**config.mk**
```make
export PLATFORM = sky130hd
export DESIGN_NAME = od_input_bank
export DESIGN_NICKNAME = d
export VERILOG_FILES = /design/src/rtl/od_input_bank.sv
export SDC_FILE = /design/constraint.sdc
export NUM_CORES = 1
export LEC_CHECK = 0
export ABC_CLOCK_PERIOD_IN_PS = 1500
export CORE_UTILIZATION = 30
export CTS_BUF_LIST = sky130_fd_sc_hd__clkbuf_4 sky130_fd_sc_hd__clkbuf_8 sky130_fd_sc_hd__clkbuf_16
export CTS_CLUSTER_SIZE = 30
export DETAILED_ROUTE_END_ITERATION = 6
export HOLD_SLACK_MARGIN = 0.05
export SLEW_MARGIN = 20
export SYNTH_ARGS = -nofsm -noshare
export SYNTH_HDL_FRONTEND = slang
export SYNTH_SLANG_ARGS = --single-unit
```
**constraint.sdc**
```tcl
create_clock -name clk -period 1.5 [get_ports clk]
set_input_delay 0.45 -clock clk [delete_from_list [all_inputs] [get_ports clk]]
set_output_delay 0.45 -clock clk [all_outputs]
set_load 0.05 [all_outputs]
```
**src/rtl/od_input_bank.sv**
```systemverilog
// Open-drain input bank: per-channel pad synchronizer, debouncer, edge detect,
// maskable sticky edge-pending flags and a registered pull-low driver.
module od_input_bank #(
    parameter int unsigned CHANNELS        = 4,
    parameter int unsigned SYNC_STAGES     = 2,
    parameter int unsigned DEBOUNCE_CYCLES = 16
) (
    input  logic                clk,
    input  logic                reset,
    input  logic [CHANNELS-1:0] pin_in,
    input  logic [CHANNELS-1:0] drive_low,
    output logic [CHANNELS-1:0] pad_oe,
    output logic [CHANNELS-1:0] level,
    output logic [CHANNELS-1:0] rise,
    output logic [CHANNELS-1:0] fall,
    input  logic [CHANNELS-1:0] irq_mask,
    input  logic [CHANNELS-1:0] irq_clear,
    output logic [CHANNELS-1:0] pending,
    output logic                irq
);

    localparam int unsigned CNT_W = $clog2(DEBOUNCE_CYCLES + 1);
    // Last count value before acceptance: the increment that would reach
    // DEBOUNCE_CYCLES instead toggles level and clears the counter.
    localparam logic [CNT_W-1:0] CNT_LAST = CNT_W'(DEBOUNCE_CYCLES - 1);

    logic [CHANNELS-1:0] r_sync [SYNC_STAGES];
    logic [CHANNELS-1:0] r_pad_oe;
    logic [CHANNELS-1:0] r_level;
    logic [CHANNELS-1:0] r_rise;
    logic [CHANNELS-1:0] r_fall;
    logic [CHANNELS-1:0] r_pending;
    logic [CNT_W-1:0]    r_cnt [CHANNELS];

    logic [CHANNELS-1:0] w_sync;
    logic [CHANNELS-1:0] w_diff;
    logic [CHANNELS-1:0] w_done;
    logic [CHANNELS-1:0] w_edge;

    // Pad synchronizer; idles high to match the external pull-up.
    always_ff @(posedge clk) begin
        if (reset) begin
            for (int unsigned s = 0; s < SYNC_STAGES; s++) begin
                r_sync[s] <= '1;
            end
        end else begin
            r_sync[0] <= pin_in;
            for (int unsigned s = 1; s < SYNC_STAGES; s++) begin
                r_sync[s] <= r_sync[s-1];
            end
        end
    end

    assign w_sync = r_sync[SYNC_STAGES-1];

    always_ff @(posedge clk) begin
        if (reset) begin
            r_pad_oe <= '0;
        end else begin
            r_pad_oe <= drive_low;
        end
    end

    always_comb begin
        w_diff = w_sync ^ r_level;
        w_done = '0;
        for (int unsigned i = 0; i < CHANNELS; i++) begin
            w_done[i] = w_diff[i] && (r_cnt[i] == CNT_LAST);
        end
    end

    always_ff @(posedge clk) begin
        if (reset) begin
            for (int unsigned i = 0; i < CHANNELS; i++) begin
                r_cnt[i] <= '0;
            end
            r_level <= '1;
            r_rise  <= '0;
            r_fall  <= '0;
        end else begin
            for (int unsigned i = 0; i < CHANNELS; i++) begin
                if (!w_diff[i] || w_done[i]) begin
                    r_cnt[i] <= '0;
                end else begin
                    r_cnt[i] <= r_cnt[i] + CNT_W'(1);
                end
            end
            r_level <= r_level ^ w_done;
            r_rise  <= w_done & w_sync;
            r_fall  <= w_done & ~w_sync;
        end
    end

    assign w_edge = r_rise | r_fall;

    // Set has priority over write-1-to-clear on the same channel.
    always_ff @(posedge clk) begin
        if (reset) begin
            r_pending <= '0;
        end else begin
            r_pending <= (r_pending & ~irq_clear) | (w_edge & irq_mask);
        end
    end

    assign pad_oe  = r_pad_oe;
    assign level   = r_level;
    assign rise    = r_rise;
    assign fall    = r_fall;
    assign pending = r_pending;
    assign irq     = |r_pending;

endmodule

```
After elaboration in Yosys (flattened, before gate mapping)
Memories as Yosys holds them, arrays and structs flattened. Index checks and enable logic that the tools add are counted.

Bits in registers: 20. Output and inout port bits: 21. Memories kept: 2. RAM bits: 28. Word-level logic and storage cells: 85. Input port bits: 18.

Memory list: r_cnt (depth 4, bits a word 5, rd ports 4, clocked after Yosys merged registers in 0, wr ports 4, line 33) `logic [CNT_W-1:0] r_cnt [CHANNELS];`; r_sync (depth 2, bits a word 4, rd ports 2, clocked after Yosys merged registers in 0, wr ports 2, line 27) `logic [CHANNELS-1:0] r_sync [SYNC_STAGES];`.

Reductions and logical operators: 13. Bitwise operators: 20. Add/sub/neg operators: 4. Multiplexer cells: 37. Eq/ne operators: 4.

Operators by type and width (count): 5-bit two-way mux (8); 1-bit two-way mux (27); 5-bit by 1-bit adder with 5-bit output, second input constant (4); 5-bit by 4-bit == test with 1-bit output, second input constant (4); 4-bit bitwise AND (4); 1-bit OR (10); 4-bit two-way mux (2); 4-bit NOT (2); 4-bit OR (2); 4-bit bitwise XOR (2); 1-bit logical AND (4); 1-bit zero test (4); 1-bit logical OR (4); 4-bit OR reduction (1).

Longest topological paths before layout
Gate-level depths: netlist of run 1.

Depth after elaboration: 8. Depth in mapped cells: 5. Mapped depth without buffers: 5.

Least setup slack after synthesis of run 1
Ideal clock, no wire load.

Path kind: flip-flop to output port. Start: reg r_pending[1] (netlist: pending[1]). End: out irq. Setup slack: -0.246 ns. Required time: 1.050 ns. Buffers on the path: 0. Stages on the path, launching flop included: 2. Arrival: 1.296 ns. Cell sequence: dfxtp_1 > or4_1.

Cells in the longest elaborated chain, start to end: 1.

RTL lines: start, declared (line 32) `logic [CHANNELS-1:0] r_pending;`; start signal, assigned (line 101) `r_pending <= (r_pending & ~irq_clear) | (w_edge & irq_mask);`; 4-bit OR reduction (line 110) `assign irq = |r_pending;`; end, declared (line 19) `output logic irq`.

Every way passes these cells.

Worst setup path in the final report of run 1
Start: reg r_pending[3] (netlist: pending[3]). End: out irq.

The elaborated chain is that of the path after synthesis.

==> results of run 1 <==
## metal layers
layer,vias up,wire [um],track usage
met1,598,1390,0.116
met4,0,67,0.0643
met5,-,0,0
li1,672,-,-
met3,5,167,0.0326
met2,34,1530,0.171
## power by group through the flow
stage | Sequential (uW) | Combinational, uW | Clock, uW
2_1_floorplan | 1470 | 81.7 | 0
3_3_place_gp | 1450 | 205 | 0
3_5_place_dp | 1460 | 206 | 0
4_1_cts | 1430 | 216 | 843
5_1_grt | 1430 | 247 | 898
6_report | 1420 | 226 | 803
## layout make-up
class	count	area, um2
Fill cell	521	2970
Sequential cell	48	1160
Multi-Input combinational cell	113	872
Timing Repair Buffer	62	762
Clock buffer	8	97.6
Tap cell	75	93.8
Inverter	8	30.0
## cells in the final DEF, fill, tap and decap left out, types with 6 or more instances in the layout
master / netlist / routed
dfxtp_1: 28 / 25
buf_4: 0 / 24
buf_12: 0 / 20
edfxtp_1: 20 / 20
conb_1: 1 / 20
clkdlybuf4s50_1: 0 / 17
nor2_2: 0 / 15
inv_1: 8 / 8
xnor2_1: 8 / 8
nor2b_1: 8 / 8
or2_2: 8 / 8
clkbuf_8: 0 / 6
## cells by family (layout without fill, tap and decap cells)
logic type	after synthesis	in the layout
xor gates and xnor gates	12	12
DFF	48	48
and+or+nand+nor	61	61
buffers and inverters	11	78
other	1	20
AOI/OAI and AO/OA	12	12
adders and majority gates	8	8
## through the flow
step | total power (uW) | hold slack, ns | TNS [ns]
2_1_floorplan | 1550 | 0.389 | -0.156
3_3_place_gp | 1660 | 0.392 | -4.77
3_5_place_dp | 1660 | 0.400 | -5.35
4_1_cts | 2480 | 0.420 | -1.07
5_1_grt | 2570 | 0.435 | -2.13
6_report | 2450 | 0.418 | -1.04
## worst max-delay path, delay by kind of cell (launching register included)
kind | cells | cell delay, ns
flip-flops | 1 | 0.32
AND/OR/NAND/NOR | 1 | 0.52
buffers and inverters | 1 | 0.17
## flip-flops by register name, indices dropped and copies added, names as in the netlist, named ones only
name     cells
fall         4
r_sync       8
pending      4
pad_oe       4
r_cnt       20
rise         4
## repair_timing
item	CTS	global route
setup endpoints to repair	21	21
resized for setup	6	12
buffers inserted	3	3
hold endpoints to repair	0	0
pin swaps	9	2
## worst paths after layout
path	depth (start not counted)	from	end
hold / removal	1	r_sync[0][3]	r_sync[0][7]
setup reg to reg	5	r_cnt[2][1]	r_cnt[2][4]
hold reg to reg	1	r_sync[0][3]	r_sync[0][7]
setup / recovery	2	pending[3]	irq
==> flow_summary_export.csv, run 1 <==
group,metric,value,unit
outcome,status,"finished, violations left",
outcome,violations,"negative setup slack",
clocking,clkLatencyLatePin,0.29,ns
route,num_vias,1309,
yosys,synth-async-reset-ratio,0,
layout,drive_above_1_share,0.423,
job,drv_cap,0,
grt,grt_overflow,0,
yosys,synthAdderAreaFrac,0.0532,
grt,grt_pass1_wl,5030,um
clocking,numCtsBuffers,5,
yosys,synth_cells,153,
yosys,synth-main-ff-cell,"dfxtp_1",
clocking,ctsHoldBuffers,0,
place,dp_hpwl,2400,um
sta,slew_viol_final,0,
sta,skew,0.00250,ns
yosys,syn_area_per_cell,12.3,um2
floorplan,initial_core_util,0.314,
floorplan,io_pins,39,
power,comb_power_share,0.092,
layout,area.growth.synth_to_final,60.5,%
power,p_seq_frac,0.581,
yosys,synth.distinct_cells,22,
floorplan,die_area,6590,um2
route,routedWlPerCell,10.0,um
route,drt_first_pass_iters,4,
grt,grt_util_all_layers,0.104,
place,port_buffers,38,
layout,finalInstanceArea,3020,um2
place,place_ws,-0.212,ns
clocking,cts-root-buf,"clkbuf_8",
worst_setup_path,setup.worst_path.class,"register to output pin",
grt,grt_max_degree,14,
clocking,h-tree-depth,2,
worst_setup_path,crit_path_max_incr_delay,0.52,ns
worst_setup_path,r2r_slack,-0.07,ns
sta,fin_crit_sh,1.16,
clocking,cts_tree,"yes",
clocking,cts_buffer_depth,2,
power,p_sw,510,uW
yosys,yosysWarnings,0,
yosys,ys_seq_area_frac,0.617,
yosys,yosys.area.top_type,"edfxtp_1",
yosys,synth_mux_area_frac,0,
yosys,synth_xor_area_frac,0.0559,
sta,hold_viol,0,
worst_setup_path,slowest_stage,"or4_4",
layout,antenna_cells,0,
yosys,synth_common_cells,"28 x dfxtp_1, 20 x edfxtp_1, 20 x nor2_1",
layout,finalNonFillerCells,314,
worst_setup_path,endpoint_kind,"output pin",
worst_setup_path,crit_arrival,1.30,ns
worst_setup_path,critPathRequiredTime,1.05,ns
grt,antenna_found_initial,0,
sta,fin_crit,1.75,ns
worst_setup_path,cp_cell_sequence,"or4_4 -> buf_6",
sta,setup_slack,-0.247,ns
yosys,synth_top_area_frac,0.319,
yosys,synthTopCellsByArea,"edfxtp_1 32%, dfxtp_1 30%, ha_1 5.3%",
power,power_frac_clock,0.327,
power,power_density,812,nW/um2
place,gp_congestion,0.695,
sta,setup_violations,16,
floorplan,die_h,81.2,um
floorplan,num_rows,28,
layout,utilization,0.504,
grt,grt_pass1_vias,1217,
power,power_leakage,0.00119,uW
yosys,netlist_area,1880,um2
route,drc,0,
route,avgViaCountPerCell,4.17,
route,drt_iter0_drc,36,
yosys,synth_top_family_by_area,"simple AND/OR/NAND/NOR gates",
sta,max_freq,572,MHz
worst_setup_path,critPathLaunchType,"register",
route,antenna_left,0,
route,routed_wl,3150,um
floorplan,fp.dieW,81.2,um
yosys,synthSimpleGateAreaFrac,0.206,
power,vdd_ir_drop_max,0.000508,V
sta,rsz0062_at_grt,"true",
layout,nNetsFinal,264,
yosys,synth_compound_area_frac,0.0399,
clocking,cts.sinks,48,
clocking,clkTransAtPathRegs,0.08,ns
min_path,min_path_type,"register to register",
power,p_int,1940,uW
place,dp_cells,300,
yosys,synth_edf_count,20,
floorplan,fp.coreArea,5990,um2
yosys,yosysMostFrequentCell,"dfxtp_1",
power,netSwitchingFraction,0.208,
worst_setup_path,crit_fanout,2,
place,place_area,2830,um2
yosys,synth_seq_cells,48,
(Power assumes the default switching activity.)
==> run 2: changes to the inputs <==
--- a/config.mk
+++ b/config.mk
@@ -10,6 +10,7 @@
 export CTS_BUF_LIST = sky130_fd_sc_hd__clkbuf_4 sky130_fd_sc_hd__clkbuf_8 sky130_fd_sc_hd__clkbuf_16
 export CTS_CLUSTER_SIZE = 30
 export DETAILED_ROUTE_END_ITERATION = 6
+export DONT_BUFFER_PORTS = 1
 export HOLD_SLACK_MARGIN = 0.05
 export SLEW_MARGIN = 20
 export SYNTH_ARGS = -nofsm -noshare
==> run 2 against run 1 <==
The flow still finishes with violations (negative setup slack). Routed wire length is 0.60% lower. Register-to-register slack worse by 0.02 ns. Die area stayed put. Critical path depth is 1 lower. Sequential cell count stayed put. Sequential power hardly changed. Worst setup slack better by 0.045 ns. Final cell count is 9.9% lower. Via count is 5.3% lower. Critical endpoint unchanged. Highest routed layer unchanged.
==> flow_summary_export.csv, run 2 (synthesized netlist as in run 1, its figures left out) <==
group,metric,value,unit
layout,area.growth.synth_to_final,32.4,%
layout,nNetsFinal,233,
clocking,cts_buffer_depth,2,
sta,fin_crit_sh,1.13,
floorplan,fp.dieW,81.2,um
sta,max_freq,588,MHz
floorplan,num_rows,28,
worst_setup_path,crit_family,"simple AND/OR/NAND/NOR gates",
sta,worst_slew_pin_slew,0.499,ns
clocking,cts.sinks,48,
floorplan,die_area,6590,um2
sta,fin_crit,1.70,ns
grt,grt_pass1_wl,5070,um
power,power_density,957,nW/um2
floorplan,die_h,81.2,um
sta,skew,0.00638,ns
worst_setup_path,timing.rr.start,"r_cnt[0][0]",
worst_setup_path,crit_arrival,1.25,ns
grt,grt_max_degree,33,
route,drt_iter0_drc,35,
layout,largestRegisters,"r_cnt x20, r_sync x8",
worst_setup_path,cp_cell_sequence,"or4_4",
min_path,hold_end,"pending[2]",
min_path,min_path_type,"input port to register",
grt,antenna_found_initial,0,
power,power_frac_clock,0.344,
floorplan,initial_core_util,0.314,
power,total_power,2380,uW
worst_setup_path,r2r_end,"r_cnt[0][0]",
floorplan,fp.coreArea,5990,um2
route,avgViaCountPerCell,4.38,
power,p_sw,526,uW
sta,setup_slack,-0.202,ns
worst_setup_path,crit_path_max_incr_delay,0.64,ns
worst_setup_path,critPathLaunchType,"register",
outcome,violations,"negative setup slack",
worst_setup_path,crit_fanout,2,
worst_setup_path,endpoint_kind,"output pin",
clocking,clkLatencyLatePin,0.30,ns
clocking,h-tree-depth,2,
sta,hold_viol,0,
power,p_int,1860,uW
floorplan,io_pins,39,
clocking,ctsHoldBuffers,0,
sta,setup_violations,21,
worst_setup_path,slowest_stage,"or4_4",
grt,grt_overflow,0,
worst_setup_path,worstPathBufferInverterCount,0,
sta,relSlewSlack,0.667,
route,routedWlPerCell,11.1,um
route,routed_wl,3130,um
worst_setup_path,setup.worst_path.class,"register to output pin",
place,place_ws,-0.0689,ns
min_path,worstHoldStart,"reset",
grt,grt_pass1_vias,1198,
layout,drive_above_1_share,0.418,
route,drc,0,
job,drv_cap,0,
min_path,hold_depth,1,
outcome,status,"finished, violations left",
worst_setup_path,r2r_slack,-0.09,ns
layout,largest_reg_flops,20,
place,port_buffers,0,
worst_setup_path,r2r_cells,5,
power,comb_power_share,0.051,
place,dp_hpwl,2180,um
grt,grt_util_all_layers,0.106,
power,p_seq_frac,0.605,
clocking,cts-root-buf,"clkbuf_8",
route,num_vias,1240,
power,netSwitchingFraction,0.220,
layout,final_cell_mix,"31 x buf_4, 25 x dfxtp_1, 20 x edfxtp_1, 20 x conb_1, 15 x nor2_2",
sta,rsz0062_at_grt,"true",
power,power_leakage,0.000978,uW
worst_setup_path,critPathRequiredTime,1.05,ns
layout,final_common_cell,"buf_4",
power,vdd_ir_drop_max,0.000634,V
route,drt_first_pass_iters,4,
route,antenna_left,0,
layout,regMostFlops,"r_cnt",
clocking,clkTransAtPathRegs,0.09,ns
clocking,numCtsBuffers,5,
place,gp_congestion,0.656,
clocking,cts_tree,"yes",
sta,slew_viol_final,0,
layout,antenna_cells,0,
## run 2: cell count changes in the layout (fill, tap and decap cells not counted), sizes merged
cell and change:
buf -14, clkinvlp +1, clkdlybuf4s50 -17, clkbuf -1
## run 2: layout make-up
type,count,area [um2]
multi-input combinational,113,872
clock inverter,1,7.51
sequential,48,1160
tap,75,93.8
clock buffer,7,90.1
timing repair buffer,31,233
inverter,8,30.0
fill,577,3500
## run 2: power by group through the flow
stage          sequential (uW)  clock (uW)  combinational (uW)
3_5_place_dp              1470           0                 101
6_report                  1440         819                 122
5_1_grt                   1450         911                 138
2_1_floorplan             1470           0                81.7
3_3_place_gp              1470           0                98.9
4_1_cts                   1440         848                 110
## run 2: how the worst max path moves through the flow
stage                      startpoint          end  slack (ns)  depth (start not counted)
after global placement    r_cnt[0][0]  r_cnt[0][3]       -0.04                          5
final                      pending[0]          irq       -0.20                          1
after floorplan           r_cnt[0][0]  r_cnt[0][0]       -0.03                          5
after detailed placement  r_cnt[0][1]  r_cnt[0][1]       -0.07                          5
after global routing       pending[0]          irq       -0.23                          1
after CTS                  pending[3]          irq       -0.22                          1
## run 2: per-layer routing
metal / vias up / wire (um) / track usage
met1: 590 / 1420 / 0.122
met5: - / 0 / 0
li1: 610 / - / -
met2: 35 / 1480 / 0.171
met3: 5 / 161 / 0.0360
met4: 0 / 64 / 0.0589
## run 2: repair_timing
item | 4_1_cts | 5_1_grt
setup buffers | 4 | 2
gates resized for setup | 4 | 13
pin swaps | 5 | 7
endpoints found under the setup margin | 21 | 21
## run 2: worst reg2reg max path: cells and delay by family, from the launching register on
family	cells	cell delay, ns
DFF	1	0.41
adders and majority gates	2	0.36
and+or+nand+nor	3	0.69
## run 2: stage by stage
stage / util / setup TNS, ns / std cells / instance area, um2 / hold WS [ns]
6_report: 0.416 / -1.40 / 283 / 2490 / 0.215
3_3_place_gp: 0.385 / -0.296 / 269 / 2300 / 0.396
2_1_floorplan: - / -0.156 / 172 / 2040 / 0.389
4_1_cts: 0.407 / -1.45 / 281 / 2440 / 0.198
3_5_place_dp: 0.385 / -0.808 / 269 / 2300 / 0.393
5_1_grt: 0.416 / -2.43 / 283 / 2490 / 0.185
==> run 3: changes to the inputs <==
--- a/config.mk
+++ b/config.mk
@@ -6,6 +6,7 @@
 export NUM_CORES = 1
 export LEC_CHECK = 0
 export ABC_CLOCK_PERIOD_IN_PS = 1500
+export CORE_ASPECT_RATIO = 0.5
 export CORE_UTILIZATION = 30
 export CTS_BUF_LIST = sky130_fd_sc_hd__clkbuf_4 sky130_fd_sc_hd__clkbuf_8 sky130_fd_sc_hd__clkbuf_16
 export CTS_CLUSTER_SIZE = 30
==> run 3 against run 2 <==
The flow still finishes with violations (negative setup slack). Fmax up 0.93%. Sequential power barely moved. Worst setup slack better by 0.016 ns. First-iteration DRC count is 31% lower. Largest power group unchanged. Final cell count increased by 2.1%. Routed wire length fell by 0.58%. Clock skew increased by 0.00079 ns.
==> flow_summary_export.csv, run 3 (synthesized netlist as in run 1, its figures left out) <==
group,metric,value,unit
outcome,status,"finished, violations left",
outcome,violations,"negative setup slack",
floorplan,fp.coreArea,5750,um2
clocking,numCtsBuffers,5,
worst_setup_path,crit_arrival,1.24,ns
layout,area.growth.synth_to_final,35.0,%
clocking,clkTransAtPathRegs,0.06,ns
worst_setup_path,path_depth,1,
layout,drive_above_1_share,0.415,
grt,grt_pass1_vias,1164,
worst_setup_path,critPathLaunchType,"register",
clocking,clkLatencyLatePin,0.28,ns
sta,setup_violations,21,
layout,multiInputGateArea,892,um2
worst_setup_path,crit_path_max_incr_delay,0.64,ns
layout,largest_reg_flops,20,
sta,hold_viol,0,
floorplan,io_pins,39,
sta,fin_crit,1.69,ns
worst_setup_path,r2r_cells,5,
sta,rsz0062_at_grt,"true",
grt,grt_pass1_wl,4980,um
sta,relSlewSlack,0.661,
worst_setup_path,endpoint_kind,"output pin",
sta,skew,0.00717,ns
floorplan,fp.dieW,114,um
job,drv_cap,0,
route,drt-met1-wl,1430,um
layout,fill_cells,568,
floorplan,die_h,58.0,um
power,total_power,2620,uW
place,dp_hpwl,2240,um
route,drt_iter0_drc,24,
power,power_leakage,0.000985,uW
layout,final_common_cell,"buf_4",
layout,utilization,0.442,
layout,largestRegisters,"r_cnt x20, r_sync x8",
route,wl_met2,1600,um
floorplan,num_rows,19,
sta,max_freq,593,MHz
worst_setup_path,cp_cell_sequence,"or4_4",
clocking,cts_buffer_depth,2,
grt,grt_max_degree,33,
grt,grt_util_all_layers,0.100,
power,power_density,1030,nW/um2
route,drt_first_pass_iters,4,
sta,worst_slew_pin_slew,0.508,ns
sta,setup_slack,-0.186,ns
layout,nNetsFinal,230,
min_path,min_path_type,"input port to register",
place,port_buffers,0,
power,vdd_ir_drop_max,0.000412,V
layout,finalNonFillerCells,289,
worst_setup_path,slowest_stage,"or4_4",
grt,grt_overflow,0,
sta,tns,-1.66,ns
worst_setup_path,crit_fanout,2,
route,routedWlPerCell,10.8,um
route,drc,0,
layout,antenna_cells,0,
clocking,cts-root-buf,"clkbuf_16",
floorplan,die_area,6610,um2
worst_setup_path,critPathRequiredTime,1.05,ns
route,top_layer_used,"met4",
layout,final_cell_mix,"28 x buf_4, 25 x dfxtp_1, 20 x edfxtp_1, 20 x conb_1, 14 x nor2_2",
route,antenna_left,0,
place,dp_cells,277,
worst_setup_path,crit_family,"simple AND/OR/NAND/NOR gates",
floorplan,initial_core_util,0.327,
layout,regMostFlops,"r_cnt",
worst_setup_path,worstPathBufferInverterCount,0,
route,routed_wl,3110,um
place,gp_congestion,0.641,
route,avgViaCountPerCell,4.17,
clocking,h-tree-depth,2,
worst_setup_path,setup.worst_path.class,"register to output pin",
route,dr_wl_met3,51,um
layout,seq_area,1160,um2
clocking,cts_tree,"yes",
min_path,hold_depth,1,
clocking,ctsHoldBuffers,0,
sta,fin_crit_sh,1.12,
grt,antenna_found_initial,0,
clocking,cts.sinks,48,
sta,slew_viol_final,0,
route,num_vias,1206,
-- run 3: metal layers --
metal  vias to the layer above  track usage
li1                        609            -
met3                         2       0.0314
met1                       586        0.108
met5                         -            0
met4                         0       0.0390
met2                         9        0.186
-- run 3: final timing paths --
kind | slack, ns | from | endpoint
setup / recovery | -0.19 | pending[2] | irq
hold reg to reg | 0.41 | r_sync[0][0] | r_sync[0][4]
setup reg to reg | -0.11 | r_cnt[0][1] | r_cnt[0][0]
hold / removal | 0.23 | reset | pending[0]
-- run 3: layout make-up --
class                      count  share of cell area
multi-input combinational    113               0.351
inverter                       8              0.0118
tap                           84              0.0414
timing repair buffer          28              0.0827
clock buffer                   5              0.0492
sequential                    48               0.458
clock inverter                 3             0.00542
-- run 3: what timing repair did --
action | CTS | global route
pin swaps | 5 | 2
buffers inserted | 2 | 2
setup endpoints to repair | 21 | 22
resized for setup | 7 | 15
-- run 3: where the power goes --
| part | switching, uW | leakage [uW] | internal (uW) |
|---|---|---|---|
| logic | 58.0 | 0.000477 | 66.3 |
| registers | 43.3 | 0.000437 | 1400 |
| clock network | 442 | 0.0000710 | 605 |
-- run 3: through the flow --
stage | instance area, um2 | hold WS (ns) | setup WS, ns
floorplan | 2040 | 0.389 | -0.0289
global placement | 2310 | 0.393 | -0.0567
detailed placement | 2310 | 0.398 | -0.0750
CTS | 2480 | 0.220 | -0.197
global route | 2540 | 0.215 | -0.213
finish | 2540 | 0.229 | -0.186
